$ cat config.mk
export PLATFORM = sky130hd
export DESIGN_NAME = cat_mac_sequencer
export DESIGN_NICKNAME = d
export VERILOG_FILES = /design/src/rtl/cat_mac_sequencer.sv
export SDC_FILE = /design/constraint.sdc
export NUM_CORES = 1
export LEC_CHECK = 0
export CAP_MARGIN = 25
export CORE_AREA = 5 5 154 156
export CTS_CLUSTER_DIAMETER = 50
export DETAILED_ROUTE_END_ITERATION = 8
export DIE_AREA = 0 0 159 161
export HOLD_SLACK_MARGIN = 0.03
export PLACE_DENSITY = 0.78
export SYNTH_ARGS = -nofsm -noshare
export SYNTH_HDL_FRONTEND = slang
export SYNTH_SLANG_ARGS = --single-unit
$ cat constraint.sdc
create_clock -name clk -period 6.2 [get_ports clk]
set_clock_uncertainty 0.2 [all_clocks]
set_input_delay 1.24 -clock clk [delete_from_list [all_inputs] [get_ports clk]]
set_output_delay 1.24 -clock clk [all_outputs]
set_load 0.01 [all_outputs]
$ cat src/rtl/cat_mac_sequencer.sv
// Sequencer for one CatRecognizer pass: streams N_INPUTS pixel/weight reads, multiply-accumulates, adds bias, thresholds.
// Optional build macro CAT_MAC_SATURATE_EN clamps accumulate and bias add instead of wrapping.
module cat_mac_sequencer #(
    parameter int N_INPUTS = 4096,
    parameter int DATA_W   = 8,
    parameter int WGT_W    = 6,
    parameter int ACC_W    = 32,
    parameter int ADDR_W   = 12
) (
    input  logic                     clk,
    input  logic                     rst_n,
    input  logic                     start,
    input  logic signed [ACC_W-1:0]  bias,
    input  logic signed [ACC_W-1:0]  threshold,
    output logic                     mem_rd_en,
    output logic [ADDR_W-1:0]        mem_addr,
    input  logic [DATA_W-1:0]        pixel_data,
    input  logic signed [WGT_W-1:0]  weight_data,
    output logic                     busy,
    output logic                     done,
    output logic signed [ACC_W-1:0]  score,
    output logic                     is_cat,
    output logic [1:0]               fsm_state
);

    localparam int PROD_W = DATA_W + WGT_W + 1;
    localparam logic [ADDR_W-1:0] LAST_ADDR = ADDR_W'(N_INPUTS - 1);

    typedef enum logic [1:0] {
        IDLE   = 2'd0,
        RUN    = 2'd1,
        DRAIN  = 2'd2,
        FINISH = 2'd3
    } state_t;

    state_t                  state_q, state_d;
    logic [ADDR_W-1:0]       addr_q, addr_d;
    logic                    rd_en_q, rd_en_d;
    logic                    rd_en_pipe_q;
    logic                    busy_q, busy_d;
    logic                    done_q, done_d;
    logic                    is_cat_q, is_cat_d;
    logic signed [ACC_W-1:0] score_q, score_d;
    logic signed [ACC_W-1:0] acc_q, acc_d;
    logic signed [ACC_W-1:0] bias_q, bias_d;
    logic signed [ACC_W-1:0] thr_q, thr_d;

    logic signed [PROD_W-1:0] pixel_ext, weight_ext, prod;
    logic signed [ACC_W-1:0]  prod_acc, acc_step, final_sum;

    function automatic logic signed [ACC_W-1:0] acc_add(
        input logic signed [ACC_W-1:0] a,
        input logic signed [ACC_W-1:0] b
    );
        logic signed [ACC_W-1:0] s;
        s = a + b;
`ifdef CAT_MAC_SATURATE_EN
        // Overflow only when both operands share a sign the result does not.
        if ((a[ACC_W-1] == b[ACC_W-1]) && (s[ACC_W-1] != a[ACC_W-1])) begin
            s = a[ACC_W-1] ? {1'b1, {(ACC_W-1){1'b0}}} : {1'b0, {(ACC_W-1){1'b1}}};
        end
`endif
        return s;
    endfunction

    // Pixel is unsigned: a zero MSB makes it a non-negative signed operand.
    assign pixel_ext  = PROD_W'($signed({1'b0, pixel_data}));
    assign weight_ext = PROD_W'(weight_data);
    assign prod       = pixel_ext * weight_ext;
    assign prod_acc   = ACC_W'(prod);
    assign acc_step   = acc_add(acc_q, prod_acc);
    assign final_sum  = acc_add(acc_q, bias_q);

    always_comb begin
        state_d  = state_q;
        addr_d   = addr_q;
        rd_en_d  = rd_en_q;
        busy_d   = busy_q;
        done_d   = 1'b0;
        score_d  = score_q;
        is_cat_d = is_cat_q;
        bias_d   = bias_q;
        thr_d    = thr_q;
        acc_d    = rd_en_pipe_q ? acc_step : acc_q;

        unique case (state_q)
            IDLE: begin
                // The done cycle is spent in IDLE; a start there is dropped.
                if (start && !done_q) begin
                    state_d = RUN;
                    bias_d  = bias;
                    thr_d   = threshold;
                    acc_d   = '0;
                    addr_d  = '0;
                    rd_en_d = 1'b1;
                    busy_d  = 1'b1;
                end
            end
            RUN: begin
                if (addr_q == LAST_ADDR) begin
                    rd_en_d = 1'b0;
                    addr_d  = '0;
                    state_d = DRAIN;
                end else begin
                    addr_d = addr_q + ADDR_W'(1);
                end
            end
            DRAIN: begin
                state_d = FINISH;
            end
            FINISH: begin
                score_d  = final_sum;
                is_cat_d = final_sum > thr_q;
                done_d   = 1'b1;
                busy_d   = 1'b0;
                state_d  = IDLE;
            end
            default: begin
                state_d = IDLE;
            end
        endcase
    end

    always_ff @(posedge clk) begin
        if (!rst_n) begin
            state_q      <= IDLE;
            addr_q       <= '0;
            rd_en_q      <= 1'b0;
            rd_en_pipe_q <= 1'b0;
            busy_q       <= 1'b0;
            done_q       <= 1'b0;
            score_q      <= '0;
            is_cat_q     <= 1'b0;
            acc_q        <= '0;
            bias_q       <= '0;
            thr_q        <= '0;
        end else begin
            state_q      <= state_d;
            addr_q       <= addr_d;
            rd_en_q      <= rd_en_d;
            rd_en_pipe_q <= rd_en_q;
            busy_q       <= busy_d;
            done_q       <= done_d;
            score_q      <= score_d;
            is_cat_q     <= is_cat_d;
            acc_q        <= acc_d;
            bias_q       <= bias_d;
            thr_q        <= thr_d;
        end
    end

    assign mem_rd_en = rd_en_q;
    assign mem_addr  = addr_q;
    assign busy      = busy_q;
    assign done      = done_q;
    assign score     = score_q;
    assign is_cat    = is_cat_q;
    assign fsm_state = state_q;

endmodule
# Yosys cells after proc, flatten, opt, wreduce, memory -nomap -nowiden
# Cells that the tools add are included.
# word_totals
inputBits	81
output_inout_bits	50
register_bits	147
word_cells	46
# classes
n_addsub	3
eq_ne	6
multipliers	1
muxes	14
n_reduce_logical	10
n_lt_le_gt_ge	1
# op_table
op	n
$mux 32	3
$add 32x15->32	1
$add 32x32->32	1
$gt 32x32->1	1
$mux 12	2
$pmux 12 s2	1
$mul 9x6->15	1
$add 12x1->12 const B	1
$eq 12x12->1 const B	1
$pmux 2 s4	1
$reduce_and 2->1	4
$eq 2x2->1 const B	2
$mux 2	2
$ne 2x2->1 const B	2
$pmux 1 s2	2
$reduce_bool 2->1	2
$mux 1	3
$reduce_and 3->1	1
$eq 2x1->1 const B	1
$logic_not 2->1	1
$logic_and 1x1->1	1
$logic_not 1->1	1

# Depth between registers and ports, before layout
# Gate-level depths: netlist of the first run.
# logic_depth
word_depth	5
ltp_mapped	22
ltp_nobuf	22

# Worst setup path before layout of the first run
# Ideal clock, no wire load.
# synth_timing
path_type	input -> register
start	in weight_data[5]
end	reg acc_q[31]
t_arrival_ns	5.762
path_slack_ns	0.167
required_time_ns	5.930
stages	19
n_path_buf	0
setup_ns	0.070
path_cell_list	clkinv_1 -> nor2_1 -> fa_1 -> fa_1 -> fa_1 -> inv_1 -> fa_1 -> inv_1 -> ha_1 -> nand2_1 -> o21ai_0 -> nand2_1 -> o22ai_1 -> nor3_2 -> or3_1 -> a31oi_1 -> mux2_2 -> a21o_1 -> a21oi_1
# synth_between
elab_chain_cells	5
# synth_rtl
element	line	rtl
from (decl)	18	input logic signed [WGT_W-1:0] weight_data,
$mul 9x6->15 (*)	69	assign prod = pixel_ext * weight_ext;
$add 32x15->32 (*)	56	s = a + b;
$mux 32 (*)	84	acc_d = rd_en_pipe_q ? acc_step : acc_q;
$mux 32	89	if (start && !done_q) begin
$mux 32 (*)	86	unique case (state_q)
to (signal assigned)	134	acc_q <= '0;
to (signal assigned)	146	acc_q <= acc_d;
to (decl)	44	logic signed [ACC_W-1:0] acc_q, acc_d;
# Every way passes the cells marked *; elsewhere a longest branch is shown, timed or not.
# A chain may end at the register's enable or synchronous reset.

# Final worst setup path of the first run
# Same ends and word-level chain as after synthesis.

==> results of run 1 <==
layout make-up:
type,instances,share of cell area
multi-input cells,1032,0.561
flip-flops and latches,147,0.211
well taps,285,0.0255
inverters,128,0.0345
clock buffers,17,0.0305
clock inverters,15,0.0133
repair buffers,189,0.124
layout by cell type (no fill, tap or decap), types with 8 or more instances in the layout:
master | Yosys | routed
nand2b_1 | 9 | 8
nand4_1 | 19 | 19
fa_1 | 37 | 36
clkbuf_16 | 0 | 17
clkdlybuf4s50_1 | 0 | 116
a21oi_1 | 61 | 60
a21boi_0 | 66 | 66
xnor2_1 | 36 | 36
nand2_1 | 207 | 207
ha_1 | 157 | 152
xor2_1 | 24 | 24
buf_4 | 0 | 58
and2_1 | 29 | 27
a21o_1 | 41 | 41
nor2_1 | 84 | 82
o21ai_1 | 8 | 9
nor2b_1 | 35 | 35
o21a_1 | 8 | 8
dfxtp_1 | 147 | 147
inv_1 | 126 | 126
nand3_1 | 20 | 19
nor3_1 | 8 | 8
o21ai_0 | 40 | 38
mux2i_1 | 41 | 41
layer usage:
metal | up-vias | share of wire | track usage
met5 | - | 0 | 0
met2 | 254 | 0.46 | 0.361
met4 | 0 | 0.022 | 0.0713
met1 | 4668 | 0.46 | 0.297
met3 | 54 | 0.059 | 0.0487
li1 | 4933 | - | -
metrics by stage:
stage	hold WS [ns]	setup TNS [ns]	total power, uW	worst slack (ns)	util
after global placement	0.251	-7.80	2910	-0.658	0.595
after floorplan	0.243	0	2380	0.167	-
after CTS	0.268	0	4050	0.00000577	0.623
after global routing	0.289	0	4400	0.0252	0.628
final	0.265	0	4100	0.230	0.628
after detailed placement	0.259	-8.67	2960	-0.720	0.595
worst max-delay path by stage:
stage	startpoint	end	slack (ns)	cells past startpoint
global placement	weight_data[5]	acc_q[31]	-0.66	20
detailed placement	weight_data[5]	acc_q[31]	-0.72	20
finish	weight_data[5]	acc_q[31]	0.23	21
global route	pixel_data[7]	acc_q[25]	0.03	21
floorplan	weight_data[5]	acc_q[31]	0.17	19
CTS	weight_data[3]	acc_q[31]	0.000006	20
cell families (layout without fill, tap and decap cells):
kind of cell,count (synthesis),in the layout,share of synthesized area
AND/OR/NAND/NOR,447,447,0.185
AO/OA/AOI/OAI,289,289,0.174
adder cells (fa/ha/maj),194,194,0.240
buffers and inverters,173,349,0.0576
flip-flops,147,147,0.261
XOR/XNOR,60,60,0.0465
multiplexers,42,42,0.0373
sequential cells by signal, summed over array words and instances (netlist names), 2 cells and up:
name       flops
acc_q         32
mem_addr      12
thr_q         32
score         32
fsm_state      2
bias_q        32
timing repair:
| item | CTS | global route |
|---|---|---|
| gates resized for setup | 11 | 34 |
| setup endpoints to repair | 12 | 16 |
| pin swaps | 3 | 15 |
critical path: stages:
cell and delay (ns):
dlygate4sd2_1 0.25, buf_4 0.16, nand2b_4 0.05, fa_1 0.46, fa_1 0.50, inv_1 0.06
fa_1 0.54, inv_1 0.06, fa_1 0.54, inv_1 0.07, ha_4 0.26, nand2_1 0.06
o211ai_1 0.22, nand2_1 0.15, o22ai_2 0.18, nor3_2 0.07, or3_4 0.38, a31oi_4 0.22
mux2_4 0.32, a21o_1 0.18, a21oi_1 0.11
power groups by stage:
stage          Clock (uW)  Combinational (uW)  Sequential (uW)
2_1_floorplan           0                1230             1150
4_1_cts              1080                1820             1150
3_3_place_gp            0                1740             1170
6_report             1070                1880             1150
5_1_grt              1120                2120             1170
3_5_place_dp            0                1790             1170
==> flow_summary.ini, run 1 <==
[setup_path]
worstPathMaxFanout = 3
r2r-start = acc_q[0]
cp-end-kind = register
r2r_end = is_cat
rr_worst_depth = 19
worstPathArrival_ns = 6.12
crit_type = input pin to register
r2r_setup_slack_ns = 1.47
cp-start-kind = input pin
worstPathRequired_ns = 6.35

[power_and_ir_drop]
p_clk_frac = 0.260
power_leakage_uw = 0.00634
p_comb_frac = 0.459
power.internal_uw = 2480
ir_drop_mv = 0.224
seq_power_share = 0.281
power.density_nw_per_um2 = 294
p_sw_uw = 1630
p_sw_frac = 0.396

[timing]
slew_violations = 0
final-setup-viol-count = 0
clock.fmax_mhz = 168
hold_viol = 0
post-route-period-util = 0.963
worstMarginPinSlew_ns = 0.801
slew-limit-headroom = 0.465
min_period_ns = 5.97
rsz0062_at_grt = false

[detailed_routing]
vias_per_cell = 5.47
vias = 9909
drtIter0Drc = 662
drc = 0
routedWlPerCell_um = 16.0
drt-pass1-iter-count = 5
ant_nets = 0
drt-total-wl_mm = 29.0

[clocking]
cts_tree = yes
cts_sinks = 147
postCtsSetupRepairBufs = 0
clkTransAtPathRegs_ns = 0.07
cts_buffers = 17
htree_levels = 4
hold_buffers = 0
clk_path_buf_depth = 2
cts_root_buf = clkbuf_16
insertion_delay_ns = 0.45

[floorplan]
rows = 55
ios = 131
coreArea_um2 = 22200
fp.dieH_um = 161
start_util = 0.508
die_area_um2 = 25600
die_w_um = 159

[yosys]
syn_area_per_cell_um2 = 8.35
syn-cell-area_um2 = 11300
syn-num-nets = 1627
synth_cell_types = 72
seq_area_frac_synth = 0.261
ys_warn_count = 0
yosysTopAreaCell = dfxtp_1
ys_top_cells_by_count = nand2_1, ha_1, dfxtp_1
ys_ff_latch = 147
synthFlopType = dfxtp_1
netlist.area_leader.share = 0.261
syn_inst = 1352
synth_edf_count = 0
async_flop_share = 0
ys_top_cells_by_area = dfxtp_1, ha_1, nand2_1
yosysMostFrequentCell = nand2_1

[place]
port_buffers = 130
dp.cells = 1781
dpl.hpwl_mm = 22.2
place.gp.congestion = 0.908
dpl_cell_area_um2 = 13200

[global_route]
gr-total-overflow = 0
grt_pass1_vias = 10036
grt_max_degree = 70
grt_antenna_before_repair = 0
grt_pass1_wl_mm = 47.8
grt_use_total = 0.223

[finish]
fin_cells = 1813
final_nets = 1790
antenna_cells = 0
area_growth_syn_to_layout_pct = 23.7
multiInputGateArea_um2 = 7840
drive_gt1_frac = 0.0897
area.sequential_um2 = 2940
stdcell_area_um2 = 14000
fill_cells = 1880

[status]
status = completed

[run]
cap_violations = 0

[hold_path]
holdPathEnd = thr_q[7]
min_from = thr_q[7]
hold_class = register to register
hold_path_depth = 2
Note: power is estimated with default switching activity, not from simulation.
==> run 2: changes to the inputs <==
Settings changed: SKIP_LAST_GASP set to 1, SLEW_MARGIN set to 10.
==> flow_summary.ini, run 2 (synthesis results as in run 1) <==
[clocking]
clk_path_buf_depth = 2
cts_root_buf = clkbuf_16
insertion_delay_ns = 0.45
hold_buffers = 0
cts_buffers = 17
htree_levels = 4
clkTransAtPathRegs_ns = 0.07
cts_tree = yes
cts_sinks = 147

[global_route]
top_usage_layer = met2
grt_pass1_vias = 10036
grt_pass1_wl_mm = 47.8
grt_util_met1 = 0.297
grt_use_total = 0.223
grtUsageMet2 = 0.361
met3_usage = 0.0487
grt_antenna_before_repair = 0
grt_max_degree = 70
gr-total-overflow = 0

[finish]
layout_common_cells = nand2_1, ha_1, dfxtp_1
area_growth_syn_to_layout_pct = 23.6
final_nets = 1790
fill_cells = 1881
final_common_cell = nand2_1
antenna_cells = 0
final_core_util = 0.628
stdcell_area_um2 = 14000
drive_gt1_frac = 0.0890

[timing]
post-route-period-util = 0.975
hold_viol = 0
rsz0062_at_grt = true
slew-limit-headroom = 0.466
timing.hold.ws_ns = 0.265
final-setup-viol-count = 0
slew_violations = 0
fin_tns_setup_ns = 0
worstMarginPinSlew_ns = 0.799
clock.fmax_mhz = 165
min_period_ns = 6.05

[power_and_ir_drop]
power_leakage_uw = 0.00633
total_power_uw = 4100
ir_drop_mv = 0.225
power.density_nw_per_um2 = 294

[place]
dpl_cell_area_um2 = 13200
place.gp.congestion = 0.908
port_buffers = 130
dpl.hpwl_mm = 22.2

[floorplan]
start_util = 0.508
die_area_um2 = 25600
rows = 55
ios = 131
fp.dieH_um = 161
die_w_um = 159
coreArea_um2 = 22200

[detailed_routing]
drc = 0
ant_nets = 0
routedWlPerCell_um = 16.0
drtIter0Drc = 668
drt-pass1-iter-count = 5
vias_per_cell = 5.46
drt-total-wl_mm = 29.0
vias = 9902

[setup_path]
crit_path_top_delay_cell = fa_1
crit_type = input pin to register
worstPathMaxFanout = 3
worstPathRequired_ns = 6.35
worstPathCellList = clkdlybuf4s50_1, nand2_1, fa_1, inv_1, fa_1, fa_1, inv_1, fa_1, inv_1, ha_1, nor2_1, o21ai_1, nand2_1, o22ai_2, nor3_2, or3_4, a31oi_4, mux2_4, a21o_1, a21oi_1
worstPathArrival_ns = 6.20
cp-end-kind = register
crit_path_frequent_cell = fa_1
cp-start-kind = input pin
slowest_delay_ns = 0.56

[run]
cap_violations = 0

[hold_path]
hold_class = register to register

[status]
status = completed
[run 2: through the flow]
step	cells	setup WS, ns
3_3_place_gp	1781	-0.658
6_report	1813	0.154
4_1_cts	1813	0.00000577
3_5_place_dp	1781	-0.720
2_1_floorplan	1352	0.167
5_1_grt	1813	-0.0253
[run 2: final cells by class]
class	count	area [um2]	share of cell area
Multi-Input combinational cell	1032	7830	0.561
Tap cell	285	357	0.0255
Clock buffer	17	425	0.0305
Sequential cell	147	2940	0.211
Timing Repair Buffer	189	1740	0.124
Clock inverter	15	186	0.0134
Inverter	128	482	0.0345
[run 2: layer usage]
| metal | share of wire | vias up |
|---|---|---|
| met3 | 0.059 | 53 |
| met1 | 0.46 | 4664 |
| met5 | 0 | - |
| met4 | 0.023 | 0 |
| met2 | 0.46 | 251 |
| li1 | - | 4934 |
[run 2: power breakdown]
group          switching (uW)  total (uW)  internal [uW]
sequential               91.4        1150           1060
combinational            1050        1880            832
clock                     487        1070            581
total                    1630        4100           2480
[run 2: final timing paths]
path / startpoint / endpoint / slack (ns) / depth (start not counted)
max: pixel_data[6] / acc_q[31] / 0.15 / 20
min: thr_q[7] / thr_q[7] / 0.26 / 2
max reg2reg: acc_q[0] / is_cat / 1.48 / 19
min reg2reg: thr_q[7] / thr_q[7] / 0.26 / 2
[run 2: worst max-delay path: cells and delay by family]
family	cells	cell delay, ns
mux	1	0.32
compound gates	5	0.85
fa+ha+maj	5	2.36
buf+inv	4	0.67
simple gates	5	0.73
[run 2: repair_timing]
item                                    CTS  global route
gates resized for setup                  11            32
pin swaps                                 3            15
endpoints found under the setup margin   12            16
setup buffers                             0             0
